### config.mk
export PLATFORM = sky130hd
export DESIGN_NAME = uart_cmd_master
export DESIGN_NICKNAME = d
export VERILOG_FILES = /design/src/rtl/uart_cmd_pkg.sv /design/src/rtl/uart_cmd_master.sv
export SDC_FILE = /design/constraint.sdc
export NUM_CORES = 1
export LEC_CHECK = 0
export BUFFER_PORTS_ARGS = -buffer_cell sky130_fd_sc_hd__buf_2
export CAP_MARGIN = 20
export CORE_ASPECT_RATIO = 1.5
export CORE_MARGIN = 3
export CORE_UTILIZATION = 53
export CTS_CLUSTER_DIAMETER = 100
export DETAILED_ROUTE_END_ITERATION = 16
export GPL_TIMING_DRIVEN = 0
export PLACE_DENSITY = 0.84
export SETUP_SLACK_MARGIN = 0.02
export SLEW_MARGIN = 25
export SYNTH_ARGS = -nofsm -noshare
export SYNTH_HDL_FRONTEND = slang
export SYNTH_SLANG_ARGS = --single-unit
### constraint.sdc
create_clock -name clk -period 2.2 [get_ports clk]
set_input_delay 0.33 -clock clk [delete_from_list [all_inputs] [get_ports clk]]
set_output_delay 0.33 -clock clk [all_outputs]
set_load 0.01 [all_outputs]
### src/rtl/uart_cmd_pkg.sv
// Shared definitions for the 6-byte UART command protocol (master and responder).
// Frames: request A5 cmd addr d0 d1 chk, response 5A status addr d0 d1 chk.
package uart_cmd_pkg;

  localparam logic [7:0] SOF_REQ = 8'hA5;
  localparam logic [7:0] SOF_RSP = 8'h5A;

  localparam logic [7:0] CMD_WR   = 8'h01;
  localparam logic [7:0] CMD_RD   = 8'h02;
  localparam logic [7:0] CMD_PING = 8'h03;

  localparam logic [7:0] ST_OK = 8'h00;
  localparam logic [7:0] ST_E1 = 8'h01;
  localparam logic [7:0] ST_E2 = 8'h02;
  localparam logic [7:0] ST_E3 = 8'h03;
  localparam logic [7:0] ST_E4 = 8'h04;

  localparam logic [1:0] RSP_ERR_OK      = 2'd0;
  localparam logic [1:0] RSP_ERR_TIMEOUT = 2'd1;
  localparam logic [1:0] RSP_ERR_BADCHK  = 2'd2;

  typedef enum logic [1:0] {
    S_IDLE     = 2'd0,
    S_SEND     = 2'd1,
    S_WAIT_RSP = 2'd2,
    S_DONE     = 2'd3
  } state_t;

  // Checksum over the first five bytes of either frame type.
  function automatic logic [7:0] frame_chk(input logic [7:0] b0, input logic [7:0] b1,
                                           input logic [7:0] b2, input logic [7:0] b3,
                                           input logic [7:0] b4);
    return b0 ^ b1 ^ b2 ^ b3 ^ b4;
  endfunction

endpackage

### src/rtl/uart_cmd_master.sv
// Initiator end of the UART command protocol: serialises one request frame,
// then hunts for and validates the response frame under a timeout.
module uart_cmd_master
  import uart_cmd_pkg::*;
#(
  parameter int unsigned TIMEOUT_CYCLES = 100000,
  parameter int unsigned TO_W           = 24
) (
  input  logic        clk,
  input  logic        rst_n,
  input  logic        req_valid,
  output logic        req_ready,
  input  logic [7:0]  req_cmd,
  input  logic [7:0]  req_addr,
  input  logic [15:0] req_data,
  output logic        tx_valid,
  output logic [7:0]  tx_data,
  input  logic        tx_ready,
  input  logic        rx_valid,
  input  logic [7:0]  rx_data,
  output logic        rsp_valid,
  output logic [1:0]  rsp_err,
  output logic [7:0]  rsp_status,
  output logic [7:0]  rsp_addr,
  output logic [15:0] rsp_data,
  output logic        busy
);

  localparam logic [TO_W-1:0] TO_LIMIT = TO_W'(TIMEOUT_CYCLES);

  state_t           state_reg, state_next;
  logic [7:0]       cmd_reg, cmd_next;
  logic [7:0]       addr_reg, addr_next;
  logic [7:0]       d0_reg, d0_next;
  logic [7:0]       d1_reg, d1_next;
  logic [7:0]       chk_reg, chk_next;
  logic [2:0]       tx_idx_reg, tx_idx_next;
  logic [2:0]       rx_idx_reg, rx_idx_next;
  logic [7:0]       rx_xor_reg, rx_xor_next;
  logic [7:0]       rx_status_reg, rx_status_next;
  logic [7:0]       rx_addr_reg, rx_addr_next;
  logic [7:0]       rx_d0_reg, rx_d0_next;
  logic [7:0]       rx_d1_reg, rx_d1_next;
  logic [TO_W-1:0]  to_cnt_reg, to_cnt_next;
  logic [TO_W-1:0]  to_cnt_inc;
  logic [1:0]       rsp_err_reg, rsp_err_next;
  logic [7:0]       rsp_status_reg, rsp_status_next;
  logic [7:0]       rsp_addr_reg, rsp_addr_next;
  logic [15:0]      rsp_data_reg, rsp_data_next;

  assign to_cnt_inc = to_cnt_reg + TO_W'(1);

  always_ff @(posedge clk or negedge rst_n) begin
    if (!rst_n) begin
      state_reg      <= S_IDLE;
      cmd_reg        <= '0;
      addr_reg       <= '0;
      d0_reg         <= '0;
      d1_reg         <= '0;
      chk_reg        <= '0;
      tx_idx_reg     <= '0;
      rx_idx_reg     <= '0;
      rx_xor_reg     <= '0;
      rx_status_reg  <= '0;
      rx_addr_reg    <= '0;
      rx_d0_reg      <= '0;
      rx_d1_reg      <= '0;
      to_cnt_reg     <= '0;
      rsp_err_reg    <= '0;
      rsp_status_reg <= '0;
      rsp_addr_reg   <= '0;
      rsp_data_reg   <= '0;
    end else begin
      state_reg      <= state_next;
      cmd_reg        <= cmd_next;
      addr_reg       <= addr_next;
      d0_reg         <= d0_next;
      d1_reg         <= d1_next;
      chk_reg        <= chk_next;
      tx_idx_reg     <= tx_idx_next;
      rx_idx_reg     <= rx_idx_next;
      rx_xor_reg     <= rx_xor_next;
      rx_status_reg  <= rx_status_next;
      rx_addr_reg    <= rx_addr_next;
      rx_d0_reg      <= rx_d0_next;
      rx_d1_reg      <= rx_d1_next;
      to_cnt_reg     <= to_cnt_next;
      rsp_err_reg    <= rsp_err_next;
      rsp_status_reg <= rsp_status_next;
      rsp_addr_reg   <= rsp_addr_next;
      rsp_data_reg   <= rsp_data_next;
    end
  end

  always_comb begin
    state_next      = state_reg;
    cmd_next        = cmd_reg;
    addr_next       = addr_reg;
    d0_next         = d0_reg;
    d1_next         = d1_reg;
    chk_next        = chk_reg;
    tx_idx_next     = tx_idx_reg;
    rx_idx_next     = rx_idx_reg;
    rx_xor_next     = rx_xor_reg;
    rx_status_next  = rx_status_reg;
    rx_addr_next    = rx_addr_reg;
    rx_d0_next      = rx_d0_reg;
    rx_d1_next      = rx_d1_reg;
    to_cnt_next     = to_cnt_reg;
    rsp_err_next    = rsp_err_reg;
    rsp_status_next = rsp_status_reg;
    rsp_addr_next   = rsp_addr_reg;
    rsp_data_next   = rsp_data_reg;

    case (state_reg)
      S_IDLE: begin
        if (req_valid) begin
          cmd_next    = req_cmd;
          addr_next   = req_addr;
          d0_next     = req_data[7:0];
          d1_next     = req_data[15:8];
          chk_next    = frame_chk(SOF_REQ, req_cmd, req_addr, req_data[7:0], req_data[15:8]);
          tx_idx_next = '0;
          state_next  = S_SEND;
        end
      end

      S_SEND: begin
        if (tx_ready) begin
          if (tx_idx_reg == 3'd5) begin
            tx_idx_next = '0;
            rx_idx_next = '0;
            rx_xor_next = '0;
            to_cnt_next = '0;
            state_next  = S_WAIT_RSP;
          end else begin
            tx_idx_next = tx_idx_reg + 3'd1;
          end
        end
      end

      S_WAIT_RSP: begin
        to_cnt_next = to_cnt_inc;
        // The closing byte is evaluated ahead of the timeout so a frame finishing
        // on the deadline cycle still counts.
        if (rx_valid && (rx_idx_reg == 3'd5)) begin
          state_next = S_DONE;
          if (rx_data == rx_xor_reg) begin
            rsp_err_next    = RSP_ERR_OK;
            rsp_status_next = rx_status_reg;
            rsp_addr_next   = rx_addr_reg;
            rsp_data_next   = {rx_d1_reg, rx_d0_reg};
          end else begin
            rsp_err_next    = RSP_ERR_BADCHK;
            rsp_status_next = '0;
            rsp_addr_next   = '0;
            rsp_data_next   = '0;
          end
        end else begin
          if (rx_valid) begin
            if (rx_idx_reg == 3'd0) begin
              if (rx_data == SOF_RSP) begin
                rx_idx_next = 3'd1;
                rx_xor_next = rx_data;
              end
            end else begin
              case (rx_idx_reg)
                3'd1:    rx_status_next = rx_data;
                3'd2:    rx_addr_next   = rx_data;
                3'd3:    rx_d0_next     = rx_data;
                default: rx_d1_next     = rx_data;
              endcase
              rx_xor_next = rx_xor_reg ^ rx_data;
              rx_idx_next = rx_idx_reg + 3'd1;
            end
          end
          if (to_cnt_inc == TO_LIMIT) begin
            state_next      = S_DONE;
            rsp_err_next    = RSP_ERR_TIMEOUT;
            rsp_status_next = '0;
            rsp_addr_next   = '0;
            rsp_data_next   = '0;
          end
        end
      end

      S_DONE: begin
        state_next = S_IDLE;
      end

      default: begin
        state_next = S_IDLE;
      end
    endcase
  end

  always_comb begin
    tx_data = 8'h00;
    if (state_reg == S_SEND) begin
      case (tx_idx_reg)
        3'd0:    tx_data = SOF_REQ;
        3'd1:    tx_data = cmd_reg;
        3'd2:    tx_data = addr_reg;
        3'd3:    tx_data = d0_reg;
        3'd4:    tx_data = d1_reg;
        default: tx_data = chk_reg;
      endcase
    end
  end

  assign req_ready  = (state_reg == S_IDLE);
  assign busy       = (state_reg != S_IDLE);
  assign tx_valid   = (state_reg == S_SEND);
  assign rsp_valid  = (state_reg == S_DONE);
  assign rsp_err    = rsp_err_reg;
  assign rsp_status = rsp_status_reg;
  assign rsp_addr   = rsp_addr_reg;
  assign rsp_data   = rsp_data_reg;

endmodule
==> results.md <==
- The cell with the most instances after synthesis is sky130_fd_sc_hd__dfrtp_1.
- The finished cells cover 0.00974 sq mm.
- The initial antenna violation count is 0.
- The area of the die is 0.0157 sq mm.
- For this design the ratio of total power to cell area is 1140 mW/mm^2.
- In this run the worst hold path is classified as input pin to flip-flop.
- After layout, the design draws a total of 11.1 mW.
- The total global routing overflow is 0.
- The register with the most flip-flops in the layout has 24 of them.
- In this run the critical register-to-register path is launched from to_cnt_reg[1].
- Counting instances, the worst hold path has a depth of 2.
- For the worst setup path, the data arrival time is 2960 ps.
- The sequential cell fraction of total power is 34.6%.
- The mapped netlist covers 0.00754 sq mm.
- TritonCTS built the clock tree.
- The violation count after the first detailed-routing iteration is 613.
- For this run, asynchronously set or reset flops after synthesis account for 100%.
- The first detailed-routing pass took 7 iterations.
- The max-capacitance violation count is 0.
- From left edge to right edge, the die measures 103 microns.
- After floorplanning, the core was sized to cover 0.0137 sq mm.
- The part of the power in the clock network is 27.2%.
- In this run the worst setup path begins at to_cnt_reg[1].
- The total of endpoints with negative setup slack in the final report is 45.
- The number of standard cells after synthesis is 705.
- The fraction of the cycle the final worst path needs is 121%.
- The flip-flop and latch count after synthesis is 146.
- The synthesized design contains 0 enable-type register cells.
- STA classifies the critical path endpoint as a flip-flop.
- The CTS sink count is 146.
- After clock tree synthesis, the clock-pin slew on the worst setup and hold paths is 70 ps.
- The remaining max-slew budget at the tightest pin is 56.7%.
- The transition at the pin with the smallest max-transition slack is 649 ps.
- In the final timing run, aggregate negative setup slack is -15930 ps.
- The number of inserted filler cells in the final layout is 886.
- The synthesized netlist net count is 762.
- The count of buffers from port buffering is 82.
- On the final layout, the worst clock skew is 9.33 ps.
- The net switching power of the design is 4.14 mW.
- The count of boundary I/O pins is 91.
- The HPWL reported at the end of detailed placement is 12.8 mm.
- The cell count of the worst reg-to-reg path is 10.
- The hold slack is 159 ps.
- The leakage power summed over all cells is 4.02 nW.
- The internal portion of the total power is 7.01 mW.
- The checks that failed: negative setup slack.
- The largest net degree at the start of global routing is 89.
- The worst setup timing slack at the placement stage is -560 ps.
- The prevailing post-synth register cell is sky130_fd_sc_hd__dfrtp_1.
- Cells fill 71.0% of the core in the end.
- The clock buffer count from CTS is 17.
- The via count of the first global-routing pass is 6441.
- The effective utilization at floorplan is 54.9%.
- The area taken by multi-input logic gates is 0.00406 sq mm.
- In this run the most critical hold path is launched from req_data[3].
- The weighted congestion reported at the end of routability-driven placement is 0.918.
- The detail route stage leaves a number of antenna-violating nets equal to 0.
- The worst-case IR drop observed on VDD is 0.000880 V.
- Wires add up to 22.7 mm.
- The share of final-layout standard cells stronger than drive strength 1 is 38.5%.
- The final standard cell count with taps included and fillers excluded is 1056.
- Global routing used 26.7% of the available tracks.
- Once placement finished, the instance area stood at 0.00825 sq mm.
- The maximum buffer depth of the clock tree is 2.
- The share of synthesized area in the top cell type comes to 48.5%.
- Clock latency on the worst-skew pair, taken at its later pin, is 430 ps.
- Across all layers, the routed design uses 6739 vias.
- After synthesis, flip-flops and latches occupy 48.5% of the total area.
- Setup repair after global routing could not meet its margin everywhere.
- Dividing the detail-routed via count by the number of cells gives 6.38.
- The setup path with the least slack is of type flip-flop to flip-flop.
- The average instance area after synthesis is 10.7 sq um.
- Counting instances in the post-synthesis netlist gives the leading cell types as sky130_fd_sc_hd__dfrtp_1 (146), sky130_fd_sc_hd__o21ai_0 (69), sky130_fd_sc_hd__mux2_2 (64).
- In this run the number of H-tree levels came out at 4.
- Yosys attributes the largest share of cell area to sky130_fd_sc_hd__dfrtp_1 (48%), sky130_fd_sc_hd__mux2_2 (9.6%), sky130_fd_sc_hd__o21ai_0 (4.6%), sky130_fd_sc_hd__a221o_1 (4.2%), sky130_fd_sc_hd__xnor2_1 (3.7%).
- The required time of the critical path is 2500 ps.
- The number of nets in the final layout is 912.
- The number of placed instances with taps included is 977.
- In the post-route analysis, the smallest setup slack over all paths is -456 ps.
- The count of warnings emitted by yosys is 0.
- The number of hold-slack violations in the final timing report is 0.
- Registers take 0.00367 sq mm.
- In this run, distinct cell masters in the synthesized netlist total 59.
- Static timing analysis puts the maximum clock frequency at 376 MHz.
- STA classifies the critical path startpoint as a flip-flop.
- The worst-path maximum fanout is 5.
- After detailed routing, the number of remaining DRC violations is 0.
- The count of pins over their slew limit came to 0.
- sky130_fd_sc_hd__dfrtp_1 takes more of the synthesized area than any other cell.
- Counting I/O delays and the setup requirement, the final critical path takes 2660 ps.
- Relative to the synthesized area, the layout overhead comes to 29.3%.
- The first global-routing pass estimated 33.0 mm of wire.
- The routed wirelength normalized by instance count is 21.5 microns.
- The repair_antennas step left the layout with diodes totalling 0.
- The share of total power in combinational logic is 38.1%.
- The number of rows created at floorplan is 52.
- The tree is rooted in a sky130_fd_sc_hd__clkbuf_16.
- The run finished, with violations left.
- In this run switching power makes up 37.1% of total power.
- The floorplan die height is 152 microns.
==> per-layer routing <==
layer | GRT usage, % | share of wire (%) | vias to the layer above
met3 | 4.91 | 6.4 | 138
met5 | 0 | 0 | -
met2 | 45.0 | 52 | 410
met1 | 32.3 | 36 | 3312
li1 | - | - | 2879
met4 | 12.7 | 5.5 | 0
==> power groups by stage <==
| stage | clock (mW) | sequential (mW) | combinational (mW) |
|---|---|---|---|
| after floorplan | 0 | 3.69 | 2.41 |
| after global placement | 0 | 3.77 | 3.17 |
| after detailed placement | 0 | 3.81 | 3.29 |
| after CTS | 3.02 | 3.80 | 3.71 |
| final | 3.04 | 3.86 | 4.25 |
| after global routing | 3.17 | 3.91 | 4.58 |
==> final timing paths <==
check,endpoint,slack (ps)
min,d0_reg[3],160
min reg2reg,chk_reg[0],480
max in group asynchronous,to_cnt_reg[0],960
max reg2reg,rsp_data[12],-460
min in group asynchronous,rsp_data[7],430
max,rsp_data[12],-460
==> cells in the final DEF, fill, tap and decap left out, drive strengths merged, types with 4 or more instances in the layout <==
| cell type | n |
|---|---|
| and2 | 6 |
| nor2b | 35 |
| o31ai | 10 |
| o21ai | 74 |
| a22o | 14 |
| clkinvlp | 4 |
| clkbuf | 49 |
| a21oi | 23 |
| a221o | 32 |
| xnor2 | 32 |
| nor4 | 4 |
| nand2 | 54 |
| or3 | 5 |
| inv | 13 |
| a22oi | 4 |
| ha | 12 |
| a21o | 5 |
| a222oi | 4 |
| nor2 | 31 |
| dfrtp | 146 |
| nand3 | 20 |
| buf | 143 |
| nor3 | 7 |
| and3 | 10 |
| xor2 | 14 |
| mux2 | 64 |
| nand4 | 8 |
==> timing repair <==
action                                 CTS  global route
gates cloned                             2             2
resized for setup                       87            65
pin swaps                               20            23
endpoints found under the hold margin   58             0
setup buffers                           27            19
hold buffers                             1             0
setup endpoints to repair               96            88
==> logic make-up after synthesis <==
| logic type | after synthesis | share of synthesized area (%) |
|---|---|---|
| buffers and inverters | 54 | 3.22 |
| adder cells (fa/ha/maj) | 12 | 1.99 |
| AO/OA/AOI/OAI | 184 | 17.0 |
| AND/OR/NAND/NOR | 198 | 14.3 |
| multiplexers | 65 | 9.69 |
| flip-flops | 146 | 48.5 |
| XOR/XNOR | 46 | 5.35 |
==> worst max-delay path, stage by stage (launching register included) <==
cell                      delay, ps
sky130_fd_sc_hd__dfrtp_2        430
sky130_fd_sc_hd__ha_4           200
sky130_fd_sc_hd__nand2_8         60
sky130_fd_sc_hd__nor2_4         170
sky130_fd_sc_hd__nand4_1        210
sky130_fd_sc_hd__xor2_1         290
sky130_fd_sc_hd__nor4b_4        230
sky130_fd_sc_hd__buf_4          200
sky130_fd_sc_hd__a41oi_4        230
sky130_fd_sc_hd__buf_6          210
sky130_fd_sc_hd__a221o_1        300
==> cell type report <==
| cell class | count | share of cell area (%) |
|---|---|---|
| buffer | 43 | 2.75 |
| inverter | 9 | 0.385 |
| clock inverter | 13 | 1.81 |
| clock buffer | 18 | 4.40 |
| timing repair buffer | 132 | 8.95 |
| multi-input combinational | 506 | 41.6 |
| sequential | 146 | 37.6 |
| tap | 189 | 2.43 |
Note: power is estimated with default switching activity, not from simulation.
